<file path="config.mk">
export PLATFORM = sky130hd
export DESIGN_NAME = slave_axi_fifo_drain
export DESIGN_NICKNAME = d
export VERILOG_FILES = /design/src/rtl/slave_axi_pkg.sv /design/src/rtl/slave_axi_drain_ch.sv /design/src/rtl/slave_axi_fifo_drain.sv
export SDC_FILE = /design/constraint.sdc
export NUM_CORES = 1
export LEC_CHECK = 0
export ABC_AREA = 1
export CAP_MARGIN = 20
export CORE_UTILIZATION = 45
export DETAILED_ROUTE_END_ITERATION = 12
export HOLD_SLACK_MARGIN = 0.12
export PLACE_DENSITY_LB_ADDON = 0.3
export SETUP_SLACK_MARGIN = 0.2
export SLEW_MARGIN = 20
export SYNTH_ARGS = -nofsm -noshare
export SYNTH_HDL_FRONTEND = slang
export SYNTH_HIERARCHICAL = 1
export SYNTH_SLANG_ARGS = --single-unit
</file>
<file path="constraint.sdc">
create_clock -name S_CLK -period 2.7 [get_ports S_CLK]
set_input_delay 0.405 -clock S_CLK [delete_from_list [all_inputs] [get_ports S_CLK]]
set_output_delay 0.405 -clock S_CLK [all_outputs]
set_load 0.005 [all_outputs]
</file>
<file path="src/rtl/slave_axi_pkg.sv">
// Shared definitions for the slave-side AXI crossing.
// Purpose : per-channel payload widths and the RD_LAT legality helper.
// Ports   : none (package).
package slave_axi_pkg;

    // Payload widths of the bus-to-slave crossing channels.
    localparam int ADDR_CH_W    = 46;
    localparam int WR_DATA_CH_W = 37;
    localparam int RD_DATA_CH_W = 39;
    localparam int WR_BACK_CH_W = 6;

    // The drain adapter supports FIFO read latencies of 1 or 2 cycles.
    function automatic bit rd_lat_ok(input int lat);
        return (lat == 1) || (lat == 2);
    endfunction

endpackage

</file>
<file path="src/rtl/slave_axi_drain_ch.sv">
// One drain channel: prefetches from a clock-crossing FIFO read port into a
// small circular buffer and presents the words as a valid/ready stream.
// Ports:
//   S_CLK, SLAVE_RSTN_SYNC  clock, async active-low reset
//   fifo_rd_empty           FIFO empty flag
//   fifo_rd_data            FIFO read data, valid RD_LAT cycles after fifo_rd_en
//   fifo_rd_en              FIFO read strobe
//   m_valid/m_data/m_ready  output stream
//   flush                   synchronous discard request
//   idle                    FIFO empty, nothing buffered, nothing in flight
//
// Handshake: a beat transfers on a rising edge where m_valid and m_ready are
// both high. Once m_valid is high, m_valid and m_data hold until that
// transfer (or until flush/reset discards the beat); m_valid never depends
// on m_ready.
module slave_axi_drain_ch
    import slave_axi_pkg::*;
#(
    parameter int DATA_W    = ADDR_CH_W,
    parameter int RD_LAT    = 1,
    parameter int BUF_DEPTH = 2,
    parameter int ZERO_IDLE = 1
) (
    input  logic              S_CLK,
    input  logic              SLAVE_RSTN_SYNC,
    input  logic              fifo_rd_empty,
    input  logic [DATA_W-1:0] fifo_rd_data,
    output logic              fifo_rd_en,
    output logic              m_valid,
    output logic [DATA_W-1:0] m_data,
    input  logic              m_ready,
    input  logic              flush,
    output logic              idle
);

    localparam int OCC_W = $clog2(BUF_DEPTH + 1);
    localparam int INF_W = $clog2(RD_LAT + 1);
    localparam int PTR_W = (BUF_DEPTH > 1) ? $clog2(BUF_DEPTH) : 1;
    // occ + infl never exceeds BUF_DEPTH + RD_LAT < 2*(BUF_DEPTH+1).
    localparam int SUM_W = OCC_W + 1;

    logic [OCC_W-1:0]  occ_q, occ_d;
    logic [INF_W-1:0]  infl_q, infl_d;
    logic [RD_LAT-1:0] ret_sr_q, ret_sr_d;
    logic [PTR_W-1:0]  wr_ptr_q, wr_ptr_d;
    logic [PTR_W-1:0]  rd_ptr_q, rd_ptr_d;
    logic [DATA_W-1:0] buf_mem [BUF_DEPTH];

    logic             ret;
    logic             push;
    logic             pop;
    logic             issue;
    logic [SUM_W-1:0] credit_used;

    function automatic logic [PTR_W-1:0] ptr_inc(input logic [PTR_W-1:0] p);
        return (p == PTR_W'(BUF_DEPTH - 1)) ? '0 : p + 1'b1;
    endfunction

    // Oldest in-flight read returns when it falls out of the shift register.
    assign ret  = ret_sr_q[RD_LAT-1];
    assign push = ret & ~flush;

    assign m_valid = (occ_q != '0) & ~flush;
    assign pop     = m_valid & m_ready;

    // Credit freed by this cycle's pop can be spent by this cycle's read.
    assign credit_used = SUM_W'(occ_q) + SUM_W'(infl_q) - SUM_W'(pop);

    // During flush the FIFO is read whenever non-empty and the data dropped.
    assign fifo_rd_en = SLAVE_RSTN_SYNC & ~fifo_rd_empty &
                        (flush | (credit_used < SUM_W'(BUF_DEPTH)));
    assign issue      = fifo_rd_en & ~flush;

    assign m_data = ((ZERO_IDLE != 0) && !m_valid) ? '0 : buf_mem[rd_ptr_q];
    assign idle   = fifo_rd_empty & (occ_q == '0) & (infl_q == '0);

    always_comb begin
        occ_d    = occ_q;
        infl_d   = infl_q;
        ret_sr_d = ret_sr_q;
        wr_ptr_d = wr_ptr_q;
        rd_ptr_d = rd_ptr_q;
        if (flush) begin
            occ_d    = '0;
            infl_d   = '0;
            ret_sr_d = '0;
            wr_ptr_d = '0;
            rd_ptr_d = '0;
        end else begin
            // Shift in this cycle's read; the top bit drops out as ret.
            ret_sr_d = RD_LAT'({ret_sr_q, issue});
            occ_d    = occ_q + OCC_W'(push) - OCC_W'(pop);
            infl_d   = infl_q + INF_W'(issue) - INF_W'(ret);
            if (push) wr_ptr_d = ptr_inc(wr_ptr_q);
            if (pop)  rd_ptr_d = ptr_inc(rd_ptr_q);
        end
    end

    always_ff @(posedge S_CLK or negedge SLAVE_RSTN_SYNC) begin
        if (!SLAVE_RSTN_SYNC) begin
            occ_q    <= '0;
            infl_q   <= '0;
            ret_sr_q <= '0;
            wr_ptr_q <= '0;
            rd_ptr_q <= '0;
        end else begin
            occ_q    <= occ_d;
            infl_q   <= infl_d;
            ret_sr_q <= ret_sr_d;
            wr_ptr_q <= wr_ptr_d;
            rd_ptr_q <= rd_ptr_d;
        end
    end

    // Buffer storage carries no reset; occupancy alone decides validity.
    always_ff @(posedge S_CLK) begin
        if (push) buf_mem[wr_ptr_q] <= fifo_rd_data;
    end

    // Issue credit bounds occ + infl by BUF_DEPTH, so a full buffer can
    // never see a return without a simultaneous pop.
    no_overflow_a: assert property (@(posedge S_CLK) disable iff (!SLAVE_RSTN_SYNC)
        !(push && (occ_q == OCC_W'(BUF_DEPTH)) && !pop))
        else $error("drain channel buffer overflow");

endmodule

</file>
<file path="src/rtl/slave_axi_fifo_drain.sv">
// Slave-side read adapter: turns NUM_CH clock-crossing FIFO read ports into
// independent valid/ready streams in the S_CLK domain, with per-channel
// flush and idle reporting.
// Ports:
//   S_CLK, SLAVE_RSTN_SYNC  clock, async active-low reset
//   fifo_rd_empty[NUM_CH]   FIFO empty flags
//   fifo_rd_data            channel c at [c*DATA_W +: DATA_W]
//   fifo_rd_en[NUM_CH]      FIFO read strobes
//   m_valid/m_ready[NUM_CH] stream handshake; m_data packed like fifo_rd_data
//   flush[NUM_CH]           synchronous per-channel discard
//   idle[NUM_CH]            channel fully drained
module slave_axi_fifo_drain
    import slave_axi_pkg::*;
#(
    parameter int DATA_W    = ADDR_CH_W,
    parameter int NUM_CH    = 3,
    parameter int RD_LAT    = 1,
    parameter int BUF_DEPTH = 2,
    parameter int ZERO_IDLE = 1
) (
    input  logic                     S_CLK,
    input  logic                     SLAVE_RSTN_SYNC,
    input  logic [NUM_CH-1:0]        fifo_rd_empty,
    input  logic [NUM_CH*DATA_W-1:0] fifo_rd_data,
    output logic [NUM_CH-1:0]        fifo_rd_en,
    output logic [NUM_CH-1:0]        m_valid,
    output logic [NUM_CH*DATA_W-1:0] m_data,
    input  logic [NUM_CH-1:0]        m_ready,
    input  logic [NUM_CH-1:0]        flush,
    output logic [NUM_CH-1:0]        idle
);

    // Full throughput needs one buffer slot per in-flight read plus one.
    localparam bit PARAMS_OK = rd_lat_ok(RD_LAT) && (BUF_DEPTH >= RD_LAT + 1);

    for (genvar c = 0; c < NUM_CH; c++) begin : g_ch
        slave_axi_drain_ch #(
            .DATA_W    (DATA_W),
            .RD_LAT    (RD_LAT),
            .BUF_DEPTH (BUF_DEPTH),
            .ZERO_IDLE (ZERO_IDLE)
        ) u_ch (
            .S_CLK           (S_CLK),
            .SLAVE_RSTN_SYNC (SLAVE_RSTN_SYNC),
            .fifo_rd_empty   (fifo_rd_empty[c]),
            .fifo_rd_data    (fifo_rd_data[c*DATA_W +: DATA_W]),
            .fifo_rd_en      (fifo_rd_en[c]),
            .m_valid         (m_valid[c]),
            .m_data          (m_data[c*DATA_W +: DATA_W]),
            .m_ready         (m_ready[c]),
            .flush           (flush[c]),
            .idle            (idle[c])
        );
    end

    params_legal_a: assert property (@(posedge S_CLK) PARAMS_OK)
        else $error("slave_axi_fifo_drain: illegal RD_LAT/BUF_DEPTH");

endmodule

</file>
## Word-level counts from Yosys, hierarchy flattened

Memories as Yosys holds them, arrays and structs flattened.
Index checks and enable logic that the tools add are counted.

- Bitwise logic cells: 36
- Add/subtract/negate cells: 24
- Muxes and demuxes: 36
- Reduce and logical (&&, ||, !) cells: 12
- Magnitude comparators: 3

Operators by type and width:

| operator | count |
|---|---|
| $mux W46 | 3 |
| $mux W1 | 30 |
| $and A1 B1 Y1 | 24 |
| $reduce_bool A2 Y1 | 9 |
| $add A2 B1 Y3 | 3 |
| $lt A3 B2 Y1 const B | 3 |
| $not A1 Y1 | 9 |
| $sub A3 B1 Y3 | 3 |
| $add A1 B1 Y1 const B | 6 |
| $add A2 B1 Y2 | 3 |
| $logic_not A2 Y1 | 3 |
| $mux W2 | 3 |
| $sub A2 B1 Y2 | 3 |
| $add A1 B1 Y1 | 3 |
| $or A1 B1 Y1 | 3 |
| $sub A1 B1 Y1 | 3 |

- Bits in writable memories: 276
- Output and inout bits: 147
- Flip-flop bits (word level): 18
- Input port bits: 149
- Memories kept: 3
- Word-level logic and storage cells: 129

Memory list:

| memory | words | bits a word | rd ports | clocked after memory_dff | write ports | RTL line | RTL |
|---|---|---|---|---|---|---|---|
| g_ch[0].u_ch.buf_mem | 2 | 46 | 1 | 0 | 1 | slave_axi_drain_ch.sv:47 | `logic [DATA_W-1:0] buf_mem [BUF_DEPTH];` |
| g_ch[1].u_ch.buf_mem | 2 | 46 | 1 | 0 | 1 | slave_axi_drain_ch.sv:47 |  |
| g_ch[2].u_ch.buf_mem | 2 | 46 | 1 | 0 | 1 | slave_axi_drain_ch.sv:47 |  |

## Logic depth before layout (Yosys ltp)

- Depth in word-level cells: 11
- Depth in mapped cells: 16
- Mapped depth without buffers: 16

## Cells and area by module

The synthesis kept the hierarchy.

Modules (own cells, without submodules):

| module | cells an instance | area each (um^2) | sequential area each (um^2) | instances |
|---|---|---|---|---|
| slave_axi_drain_ch | 295 | 4,211.5 | 2,912.8 | 3 |

## Worst setup path before layout

No wires, ideal clock.

- Path type: input-to-reg
- From: input flush[0]
- To: memory g_ch[0].u_ch/buf_mem[0][0] (netlist bit) (enable)
- Required time: 2.250 ns
- Buffers on the path: 0
- Data arrival time: 2.535 ns
- Library setup time: 0.450 ns
- Path slack: -0.284 ns
- Cell stages on the path: 3
- Cells stage by stage: nor2_1 > inv_1 > nor2_1

- Longest elaborated chain between the ends: 4

Ends and longest elaborated chain:

| what | RTL line | RTL |
|---|---|---|
| start: declaration | slave_axi_fifo_drain.sv:29 | `input logic [NUM_CH-1:0] flush,` |
| $not A1 Y1 | slave_axi_drain_ch.sv:61 | `assign push = ret & ~flush;` |
| $and A1 B1 Y1 | slave_axi_drain_ch.sv:61 |  |
| $mux W1 | slave_axi_drain_ch.sv:117 | `if (push) buf_mem[wr_ptr_q] <= fifo_rd_data;` |
| $mux W1 (implied by the code) | slave_axi_drain_ch.sv:117 |  |
| end: declaration | slave_axi_drain_ch.sv:47 |  |

Every way passes these cells.

## Final worst setup path

- From: register g_ch[1].u_ch.occ_q[1]
- To: output fifo_rd_en[1]

- Longest elaborated chain between the ends: 7
- Elaborated cells between the ends (all ways): 8
- Classes of those cells: add/sub (2); order compare (1); bitwise (4); reduce/logical (1)

Ends and longest elaborated chain:

| what | RTL line | RTL |
|---|---|---|
| start: declaration | slave_axi_drain_ch.sv:42 | `logic [OCC_W-1:0] occ_q, occ_d;` |
| start signal: assignment | slave_axi_drain_ch.sv:101 | `occ_q <= '0;` |
| start signal: assignment | slave_axi_drain_ch.sv:107 | `occ_q <= occ_d;` |
| $reduce_bool A2 Y1 | slave_axi_drain_ch.sv:63 | `assign m_valid = (occ_q != '0) & ~flush;` |
| $and A1 B1 Y1 | slave_axi_drain_ch.sv:63 |  |
| $and A1 B1 Y1 | slave_axi_drain_ch.sv:64 | `assign pop = m_valid & m_ready;` |
| $sub A3 B1 Y3 * | slave_axi_drain_ch.sv:67 | `assign credit_used = SUM_W'(occ_q) + SUM_W'(infl_q) - SUM_W'(pop);` |
| $lt A3 B2 Y1 * | slave_axi_drain_ch.sv:71 | `(flush \| (credit_used < SUM_W'(BUF_DEPTH)));` |
| $or A1 B1 Y1 * | slave_axi_drain_ch.sv:71 |  |
| $and A1 B1 Y1 * | slave_axi_drain_ch.sv:70 | `assign fifo_rd_en = SLAVE_RSTN_SYNC & ~fifo_rd_empty &` |
| end: declaration | slave_axi_fifo_drain.sv:25 | `output logic [NUM_CH-1:0] fifo_rd_en,` |

Mark *: on every way between the ends. The rest lies on a longest branch, timed or not.

==> key figures <==
Logic synthesis
  – Register area share after synthesis: approximately 70%
  – Main combinational cell family by area after synthesis: multiplexers
  – FF+latch count, synth: between 200 and 300
  – Compound-gate portion of the synthesized area: less than 1%
  – Syn_nets: 1040
  – Synth warn: 6
  – Ys async rst share: 6.12%
  – Simple-gate share of the synthesized area: 7.49%
  – Post-Syn Instances: 885
  – Post-Synth XOR/XNOR Area: 0.416%
  – EDFF count, synth: 276
  – Synth Cell Area: between 10000 and 15000 um2
  – Netlist cell types: 23
  – Post-synthesis area per instance: 14.3 um2
  – Prevailing post-synth register cell: edfxtp_1
  – Mux contribution to synthesized area: approximately 14%
  – Post-Synth Adder-Cell Area: less than 1%

GRT
  – Largest net degree at the start of global routing: slightly below 50
  – Vias in the first global route: 8115
  – Initial antenna violation count: 2
  – Grt total ovfl: 0
  – First-pass GRT wire length: approximately 43 mm
  – All-Layer GR Usage: 19.6%

Floorplanning
  – Row count: 60
  – Die width: ~170 um
  – Die area: around 29000 um2
  – Core area: 27300 um2
  – Die height: 170 um
  – IO Count: 296
  – Initial Utilization: 46.4%

Run status
  – Failing checks: negative setup slack
  – Status: finished, violations left

Routing
  – DRT Pass-1 Iters: 4
  – Wirelength per Cell: 17.8 um
  – Final wirelength: 29.8 mm
  – Via Count: between 7000 and 8000
  – DRC viols: 0
  – Initial DRC count: roughly 450
  – DR vias/cell: between 4 and 5
  – Antenna viol nets, final: 0

Placed design
  – Port-buffer cells: 295
  – Dpl cells: between 1500 and 2000
  – RD Place Congestion: 0.812
  – Setup Slack @ Placement: -0.514 ns
  – Post-DP HPWL: 17.0 mm
  – Post-DP Area: 16200 um2

Power
  – Max VDD drop: 0.470 mV
  – Leak: 8.40 nW
  – Switch share: 21.6%
  – Sequential share of power: 48.5%
  – Psw: 2.27 mW
  – Pint: roughly 8.3 mW
  – Clk pwr share: 39.6%
  – Combinational share of power: a little under an eighth
  – Power Density: 574 nW/um2

Hold path
  – Worst min path class: input pin to asynchronous set/reset pin

Timing
  – Slew margin rel.: 71.0%
  – Worst-Margin Slew: 0.434 ns
  – Slew Limit Fails: 0
  – Setup Skew: 0.0135 ns
  – Setup slack after layout: -0.155 ns
  – Final min period: 2.86 ns
  – Final Hold Fails: 0
  – Period utilisation layout: 106%
  – Final setup fails: 3
  – Max Freq: 0.350 GHz
  – Unrepaired setup endpoints after global routing: true
  – Worst hold slack: around 0.39 ns

Layout
  – Reg area: 8740 um2
  – Multi-input gate area: roughly 3100 um2
  – Layout overhead on the synthesized area: 45.2%
  – Non-Filler Instances: 1674
  – Commonest non-fill, non-tap cell in the layout: edfxtp_1
  – Post-route cell area: about 18000 um2
  – Final Core Density: 67.3%
  – Number of fill cells: 1919
  – Share of cells above drive strength 1: 31.5%
  – Final net count: 1431
  – Most frequent cells in the layout: edfxtp_1, clkdlybuf4s50_1, nand2_1

CTS
  – Clock Tree Root: clkbuf_16
  – H-tree levels: 1
  – Clock sinks: 294
  – Num CTS Buffers: 31
  – CTS tree: done
  – Clock transition at the registers of the reported paths: about 0.060 ns
  – Clock Latency Late Sink: 0.55 ns
  – Clock Path Buffers: 3

Worst setup path
  – CP max FO: 3
  – Critical path required time: around 2.3 ns
  – CP endpoint kind: output port
  – CP Launch Type: flip-flop
  – Crit path arrival time: 2.45 ns
  – Critical path class: flip-flop to output port

Run
  – Max_cap viols: 0
[power groups by stage]
stage	clock [mW]	sequential, mW	combinational (mW)
CTS	4.26	5.10	1.15
floorplan	0	5.19	0.484
finish	4.17	5.10	1.25
global route	4.44	5.11	1.33
detailed placement	0	5.19	0.992
global placement	0	5.19	0.970
[critical path: stages, from the launching register on]
cell and delay [ns]:
dfrtp_1 0.38, inv_2 0.07, nand2_2 0.06, nand2_2 0.09
inv_4 0.04, nand2_4 0.07, nand2_2 0.06, inv_2 0.06
o21ai_2 0.05, fa_1 0.55, nand3_2 0.09, a21boi_2 0.21
buf_2 0.17
[path summary, 6_finish.rpt]
check | slack (ns) | cells after the start | end | start
max | -0.16 | 12 | fifo_rd_en[1] | g_ch[1].u_ch/occ_q[1]
min | 0.39 | 2 | g_ch[0].u_ch/ret | SLAVE_RSTN_SYNC
max reg2reg | 0.55 | 16 | g_ch[0].u_ch/ret | g_ch[0].u_ch/occ_q[1]
min reg2reg | 0.56 | 1 | g_ch[0].u_ch/wr_ptr_q | g_ch[0].u_ch/wr_ptr_q
max in group asynchronous | 2.09 | 2 | g_ch[0].u_ch/rd_ptr_q | SLAVE_RSTN_SYNC
min in group S_CLK | 0.43 | 1 | g_ch[0].u_ch/buf_mem[0][21] | fifo_rd_data[21]
[Yosys cell counts (15+ instances only)]
cell      number  share of area, %
inv_1         99               2.9
nand3_1       15              0.59
nand2_1      144               4.3
dfrtp_1       18               3.6
mux2_4        54               6.4
nand2_2       33               1.6
inv_2         72               2.1
edfxtp_1     276                66
mux2_1        21               1.9
buf_6         15               1.3
mux2_2        63               5.6
nor2_1        27              0.80
[metrics by stage]
step           total power, mW  TNS, ns
2_1_floorplan             5.67   -78.49
3_3_place_gp              6.16    -1.14
3_5_place_dp              6.18    -1.43
4_1_cts                   10.5   -0.611
5_1_grt                   10.9    -1.04
6_report                  10.5   -0.296
[cells by family after synthesis]
kind of cell / after synthesis
flops: 294
compound gates: 15
simple gates: 222
buf+inv: 204
fa+ha+maj: 6
xor+xnor: 6
mux: 138
[state kept, by name (all words and copies together) (netlist names)]
name	flops
g_ch.u_ch/occ_q	6
g_ch.u_ch/infl_q	3
g_ch.u_ch/wr_ptr_q	3
g_ch.u_ch/rd_ptr_q	3
g_ch.u_ch/buf_mem	276
g_ch.u_ch/ret	3
[cell type report]
cell class	count	share of cell area [%]
Sequential cell	294	47.7
Timing Repair Buffer	388	23.7
Multi-Input combinational cell	387	17.1
Clock buffer	38	4.48
Inverter	174	3.60
Tap cell	372	2.54
Clock inverter	20	0.975
Antenna cell	1	0.0136
[repair_timing]
item                                    4_1_cts  5_1_grt
gates resized for setup                     133       91
hold buffers                                  0        0
cloned                                       13        8
endpoints found under the setup margin      144       98
buffers inserted                             18       20
pin swaps                                     5       10
[per-layer routing]
layer | track usage, % | up-vias | wire length, um
li1 | - | 3758 | -
met1 | 23.7 | 3858 | 12100
met2 | 34.8 | 252 | 15200
met3 | 4.78 | 47 | 1920
met4 | 5.60 | 2 | 654
met5 | 0 | - | 13
No activity file was read; power rests on OpenSTA's default activity.
